File: src/rtl/comb_mc.sv
// Multi-channel CIC comb stage: y = x[n] - x[n-M] per channel.
// Delay lines are gated by a fill counter, so storage never needs reset.
module comb_mc #(
  parameter int DATA_WIDTH = 1,
  parameter int DELAY      = 250,
  parameter int NUM_CH     = 1,
  parameter int IN_SIGNED  = 0,
  localparam int CW = (NUM_CH > 1) ? $clog2(NUM_CH) : 1
) (
  input  logic                  clk_i,
  input  logic                  rst_n_i,
  input  logic                  en_i,
  input  logic [DATA_WIDTH-1:0] data_i,
  input  logic                  valid_i,
  input  logic [CW-1:0]         ch_i,
  output logic [DATA_WIDTH:0]   data_o,
  output logic                  valid_o,
  output logic [CW-1:0]         ch_o,
  output logic                  primed_o
);

  localparam int DW = DATA_WIDTH;
  localparam int PW = (DELAY > 1) ? $clog2(DELAY) : 1;
  localparam int FW = $clog2(DELAY + 1);
  localparam int DEPTH = NUM_CH * DELAY;
  localparam int AW = (DEPTH > 1) ? $clog2(DEPTH) : 1;
  localparam int NCH = 2 ** CW;
  localparam logic [CW:0] CH_LIM = (CW + 1)'(NUM_CH);
  localparam logic [PW-1:0] PTR_LAST = PW'(DELAY - 1);
  localparam logic [FW-1:0] FILL_FULL = FW'(DELAY);

  logic [DW-1:0] dline_q [2**AW];
  logic [PW-1:0] ptr_q  [NCH];
  logic [PW-1:0] ptr_d  [NCH];
  logic [FW-1:0] fill_q [NCH];
  logic [FW-1:0] fill_d [NCH];

  logic          valid_q, valid_d;
  logic [DW:0]   data_q, data_d;
  logic [CW-1:0] ch_q, ch_d;
  logic          primed_q, primed_d;

  logic          acc;
  logic          primed;
  logic [PW-1:0] cur_ptr;
  logic [FW-1:0] cur_fill;
  logic [AW-1:0] addr;
  logic [DW-1:0] old;
  logic [DW:0]   ext_new, ext_old;

  // Accept, read old sample, difference, and advance the channel state
  always_comb begin
    acc      = en_i && valid_i && ({1'b0, ch_i} < CH_LIM);
    cur_ptr  = ptr_q[ch_i];
    cur_fill = fill_q[ch_i];
    primed   = (cur_fill == FILL_FULL);
    addr     = AW'(int'(ch_i) * DELAY + int'(cur_ptr));
    old      = primed ? dline_q[addr] : '0;
    if (IN_SIGNED != 0) begin
      ext_new = {data_i[DW-1], data_i};
      ext_old = {old[DW-1], old};
    end else begin
      ext_new = {1'b0, data_i};
      ext_old = {1'b0, old};
    end
    ptr_d    = ptr_q;
    fill_d   = fill_q;
    valid_d  = acc;
    data_d   = data_q;
    ch_d     = ch_q;
    primed_d = primed_q;
    if (!en_i) begin
      for (int i = 0; i < NCH; i++) begin
        ptr_d[i]  = '0;
        fill_d[i] = '0;
      end
    end else if (acc) begin
      ptr_d[ch_i] = (cur_ptr == PTR_LAST) ? '0 : cur_ptr + 1'b1;
      if (!primed) begin
        fill_d[ch_i] = cur_fill + 1'b1;
      end
    end
    if (acc) begin
      data_d   = ext_new - ext_old;
      ch_d     = ch_i;
      primed_d = primed;
    end
  end

  // Pointer, fill and output registers
  always_ff @(posedge clk_i or negedge rst_n_i) begin
    if (!rst_n_i) begin
      ptr_q    <= '{default: '0};
      fill_q   <= '{default: '0};
      valid_q  <= 1'b0;
      data_q   <= '0;
      ch_q     <= '0;
      primed_q <= 1'b0;
    end else begin
      ptr_q    <= ptr_d;
      fill_q   <= fill_d;
      valid_q  <= valid_d;
      data_q   <= data_d;
      ch_q     <= ch_d;
      primed_q <= primed_d;
    end
  end

  // Delay-line storage; stale contents are masked by the fill counter
  always_ff @(posedge clk_i) begin
    if (acc) begin
      dline_q[addr] <= data_i;
    end
  end

  assign valid_o  = valid_q;
  assign data_o   = data_q;
  assign ch_o     = ch_q;
  assign primed_o = primed_q;

endmodule

File: config.mk
export PLATFORM = sky130hd
export DESIGN_NAME = comb_mc
export DESIGN_NICKNAME = d
export VERILOG_FILES = /design/src/rtl/comb_mc.sv
export SDC_FILE = /design/constraint.sdc
export NUM_CORES = 1
export LEC_CHECK = 0
export ABC_CLOCK_PERIOD_IN_PS = 3900
export BUFFER_PORTS_ARGS = -buffer_cell sky130_fd_sc_hd__buf_4
export CORE_MARGIN = 1
export CORE_UTILIZATION = 45
export CTS_CLUSTER_SIZE = 28
export DETAILED_ROUTE_END_ITERATION = 12
export SLEW_MARGIN = 20
export SYNTH_ARGS = -nofsm -noshare
export SYNTH_HDL_FRONTEND = slang
export SYNTH_SLANG_ARGS = --single-unit
File: constraint.sdc
create_clock -name clk_i -period 3.9 [get_ports clk_i]
set_input_delay 0.78 -clock clk_i [delete_from_list [all_inputs] [get_ports clk_i]]
set_output_delay 0.78 -clock clk_i [all_outputs]
set_load 0.01 [all_outputs]
Word level (Yosys, flattened, before mapping). Memories as Yosys holds them, arrays and structs flattened. Index checks and enable logic that the tools add are counted.

Output and inout port bits: 5. Latch bits: 0. Word-level logic and storage cells: 45. Memories kept: 1. Register bits after elaboration: 37. Bits in read-only memories: 0. Memory bits (writable): 256. Bits of input ports: 6.

Memories: dline_q (depth 256, bits a word 1, read ports 1, clocked after Yosys merged registers in 0, wr ports 1, line 32) `logic [DW-1:0] dline_q [2**AW];`.

Eq/ne operators: 4. Add/subtract/negate cells: 4. Mux-type cells: 19. Bitwise operators: 1. $mul: 1. $lt $le $gt $ge: 3. Shift-type cells: 0. Div/mod/pow operators: 0. Reductions and logical operators: 4.

Operators with widths (count): 16-bit two-way mux (5); 8-bit two-way mux (8); 16-bit bitwise mux (2); 8-bit by 1-bit adder with 8-bit output (second input constant) (2); 8-bit == test (second input constant) (2); 8-bit adder (1); 8-bit demux with 1-bit select (1); 1-bit by 7-bit multiplier with 7-bit output (second input constant) (1); 1-bit logical AND (3); 1-bit two-way mux (3); 2-bit >= comparator (second input constant) (1); 2-bit by 1-bit < comparator with 1-bit output (second input constant) (1); 2-bit by 1-bit != test with 1-bit output (second input constant) (1); 2-bit != test (second input constant) (1); 1-bit NOT with 2-bit output (1); 2-bit AND reduction (1); 1-bit by 1-bit subtractor with 2-bit output (1); 1-bit < comparator (second input constant) (1).

Longest topological paths before layout.
Depth in word-level cells: 9. Gate-level depth with buffers: 20. Gate-level depth less buffers: 14.

Worst setup path before layout. OpenSTA, ideal clock, no wires.

Kind: input to register. Start point: input port ch_i. End point: register data_q[0] (netlist: data_o[0]). Setup slack: -748 ps. Arrival time: 4564 ps. Library setup time: 83 ps. Stages: 19. Required time: 3817 ps. Path through: clkbuf_1 > buf_1 > mux2i_1 > inv_1 > ha_1 > ha_1 > xnor2_1 > clkbuf_1 > clkbuf_1 > clkbuf_1 > nand2_1 > nand3_1 > o21ai_1 > o221ai_1 > o22ai_1 > a211oi_1 > and3_1 > ha_1 > o21ai_0.

Longest elaborated chain between the ends: 8.

Ends and longest elaborated chain: start, declared (line 15) `input logic [CW-1:0] ch_i,`; parallel branches: the longest is 8 deep, another holds 8-bit adder; end signal, assigned (line 103) `data_q <= data_d;`; end, declared (line 39) `logic [DW:0] data_q, data_d;`.

Parallel ways; which one is timed is not known. The select of a mux whose other input is x is not followed. A chain may end at the register's enable or synchronous reset.

Worst setup path in the final report.
Start point: register ptr_q[11] (netlist bit). End point: register data_q[1] (netlist: data_o[1]).

Longest elaborated chain between the ends: 7.

Ends and longest elaborated chain: start, declared (line 33) `logic [PW-1:0] ptr_q [NCH];`; start signal, assigned (line 100) `ptr_q <= ptr_d;`; 8-bit two-way mux (not written as such) (3 in a row) (line 54) `cur_ptr = ptr_q[ch_i];`; 8-bit adder (line 57) `addr = AW'(int'(ch_i) * DELAY + int'(cur_ptr));`; memory 256 x 1 bit; 1-bit two-way mux (line 58) `old = primed ? dline_q[addr] : '0;`; 1-bit by 1-bit subtractor with 2-bit output (line 84) `data_d = ext_new - ext_old;`.

No other way between the ends. The select of a mux whose other input is x is not followed.

==> run summary <==
The proportion of synthesized flip-flops having asynchronous set or reset is 0.126, and the half-perimeter wire length after detailed placement is 21300 µm. Timing analysis after detailed placement gives a worst setup slack of -0.268 ns. The clock sink count was 293; the area growth from synthesis to layout was 19.5%. For the worst-skew pair, the clock arrives at the later sink with an insertion delay of 0.58 ns. Synthesis produced a netlist with a net count of 1140.

Detailed routing inserted a total of 8906 vias. The initialized floorplan defines 62 standard-cell rows. The longest clock path from root to sink contains 3 buffers. The number of search-and-repair iterations in the first detailed-routing pass came out at 5. The count of routing violations after the opening detailed-route iteration was 823; the clock transition at the register clock pins on the worst setup and hold paths after CTS was 0.06 ns.

Clock root buffer master: clkbuf_16. Entering global routing, the biggest net connects 73 pins. The number of antenna diodes in the final layout is 0.

The logs give 0.000360 V for the worst IR drop on VDD and 6.82 mW for the overall power after layout. The minimum clock period after layout was 3.61 ns. The number of synthesized flops with an enable pin was 256.

The tools report the launching element type of the critical path as a flip-flop. The path type of the worst min-delay path was in2async. The number of clock buffers added by TritonCTS is 31. The portion of the clock cycle consumed by the worst path in the final layout was 0.927.

The run gives 0.223 as the global router's overall resource usage. For the final layout net count, the log shows 1247. The final number of max-transition violations is 0, and the setup total negative slack is 0 ns.

The first global-routing pass estimated 51500 µm of wire. For this run, the slowest stage of the critical path takes 0.40 ns. The run finished with clean final reports. The floorplan step set the die width to 174 µm.

The leakage power total is 5.69 nW. The logs give 0 for the initial antenna violation count and 0 for the total of max-cap violations. The post-cts sizing count is 0, and the minimum setup slack among reg-to-reg paths is 0.29 ns. Setup violations remaining at the end of the flow were counted as 0. The run gives 0.460 as the initial cell density of the core.

Walking the worst path, the cells encountered are mux2i_2, inv_1, ha_1, buf_4, a211oi_2, nor2_1, nor4_2, buf_4, o21ai_1, o22ai_1, a211oi_1, and3_1, ha_1, mux2_2. Along the worst path, the maximum fanout reaches 5. The count of nets left with antenna violations once routing finished came out at 0. At the end of routability-driven placement, the weighted congestion stood at 0.813. The library cell used most frequently in the layout, excluding fill and tap cells, is nor2_1.

After detailed routing, the total wire length is 33000 µm. The count of mapped cells out of synthesis came out at 1123. The post-synthesis sequential area ratio was 0.647; the depth of the worst register-to-register path was 14. The number of global-route vias before repair is 8982. The worst setup path is captured at a flip-flop. Average wire per standard cell: 20.2 µm.

The path type of the worst setup path was reg2reg. The proportion of layout cells with a drive suffix above 1 was 0.185. In the layout the commonest cells are nor2_1, edfxtp_1, nand2_1. The floorplan die area was 0.0303 mm²; the number of input and output port buffers inserted was 10.

Via count normalized by instance count: 5.44. Clock skew on the completed layout was measured at 0.0219 ns. Cell depth of the worst setup path: 14. Overall die height: 174 µm.

TritonCTS built the clock tree. The final number of hold-violating endpoints came out at 0. The final worst setup slack was 0.286 ns. In this run the cell area of the synthesized design comes to 0.0133 mm². The startpoint of the most critical setup path was ptr_q[11].

The most used flip-flop cell after synthesis is edfxtp_1. The kind of cell with the highest combined delay along the critical path is compound AO/OA/AOI/OAI gates. The post-synthesis cell type count is 58. In the routed design, unresolved DRC markers number 0.

The run gives 0.396 as the worst slew slack as a fraction of its limit. Post-CTS timing repair inserted 0 buffers for setup. The fraction of the core area covered by cells at the end of the flow is 0.550.

Setup repair after global routing left no endpoint under its margin. The end of the worst register-to-register path was data_o[1]. In this run, post-CTS hold repair placed 0 buffers.

The critical path data arrival time is 4.06 ns. The critical path required time was 4.35 ns; the number of top-level pins was 11. The critical path ends at data_o[1]. Among all stages on the critical path, the largest delay is contributed by o22ai_1. For the pin with the worst max-slew slack, the measured transition is 0.902 ns. Averaged over all synthesized cells, the footprint is 11.9 µm². The peak clock frequency supported by timing came out at 277 MHz. Synthesis-stage register bit count: 293.

The startpoint of the worst-slack reg-to-reg timing path was ptr_q[11]. The number of buffers and inverters on the critical path is 3. The tools report the number of warnings reported in the yosys synthesis log as 0. The deepest level of the CTS H-tree came out at 1.

Summed over all layers, the global routing overflow is 0. Power spread over the standard cell area amounts to 429 mW/mm². The placeable core area is 0.0289 mm².
-- cell families after synthesis --
kind of cell / count (synthesis) / synth area share
AO/OA/AOI/OAI: 88 / 0.0464
XOR/XNOR: 17 / 0.0126
adder cells (fa/ha/maj): 11 / 0.0103
buffers and inverters: 84 / 0.0278
flip-flops: 293 / 0.647
multiplexers: 77 / 0.0826
AND/OR/NAND/NOR: 553 / 0.174
-- final cells by class --
| cell class | count | area [µm²] |
|---|---|---|
| fillers | 2461 | 13000 |
| flip-flops and latches | 293 | 8610 |
| multi-input cells | 746 | 4370 |
| repair buffers | 145 | 1370 |
| clock buffers | 39 | 806 |
| well taps | 384 | 480 |
| clock inverters | 16 | 216 |
| inverters | 13 | 51.3 |
-- through the flow --
stage	instances	cell area [µm²]	hold slack (ns)
2_1_floorplan	1123	13400	0.446
3_3_place_gp	1581	14900	0.462
3_5_place_dp	1581	14900	0.472
4_1_cts	1636	15900	0.175
5_1_grt	1636	15900	0.199
6_report	1636	15900	0.174
-- worst min-delay path by stage --
stage | slack, ns | start | cells after the start | endpoint
floorplan | 0.45 | ptr_q[13] | 2 | ptr_q[13]
global placement | 0.46 | ptr_q[12] | 2 | ptr_q[12]
detailed placement | 0.47 | ptr_q[13] | 2 | ptr_q[13]
CTS | 0.17 | rst_n_i | 1 | ptr_q[1]
global route | 0.20 | rst_n_i | 1 | data_o[0]
finish | 0.17 | rst_n_i | 1 | ptr_q[1]
-- layer usage --
layer,GRT usage,part of all wire,up-vias,wire [µm]
li1,-,-,4185,-
met1,0.317,0.46,4449,15000
met2,0.357,0.47,221,15400
met3,0.0326,0.049,51,1620
met4,0.0632,0.028,0,927
met5,0,0,-,0
-- power breakdown --
part / internal, mW / switching [mW] / total (mW)
sequential: 3.42 / 0.00417 / 3.42
clock: 1.79 / 1.21 / 3.00
combinational: 0.162 / 0.242 / 0.405
total: 5.37 / 1.46 / 6.82
-- synthesized netlist by cell type, drive strengths merged (3+ instances only) --
master  count  area share
nor3        7      0.0030
inv        13      0.0039
a211oi      4      0.0026
a311oi      9      0.0059
a31oi      15      0.0070
a21oi       4      0.0015
xor2        6      0.0054
nand3      32       0.012
and2       21      0.0099
xnor2      11      0.0072
mux2        3      0.0025
buf        23       0.010
a32oi       3      0.0020
edfxtp    256        0.58
dfrtp      37       0.070
o211ai      6      0.0034
a311o       3      0.0023
nor2b       5      0.0023
a22oi       7      0.0039
o21ai      21      0.0079
mux2i      48       0.036
nor2      273       0.077
ha         11       0.010
clkbuf     48       0.014
and3       26       0.012
nand2     174       0.049
nand4       5      0.0023
mux4       26       0.044
-- registers in the layout, summed over array words and instances, names as in the netlist --
name	cells
dline_q	256
fill_q	16
ptr_q	16
data_o	2
ch_o	1
primed_o	1
valid_o	1
No activity file was read; power rests on OpenSTA's default activity.
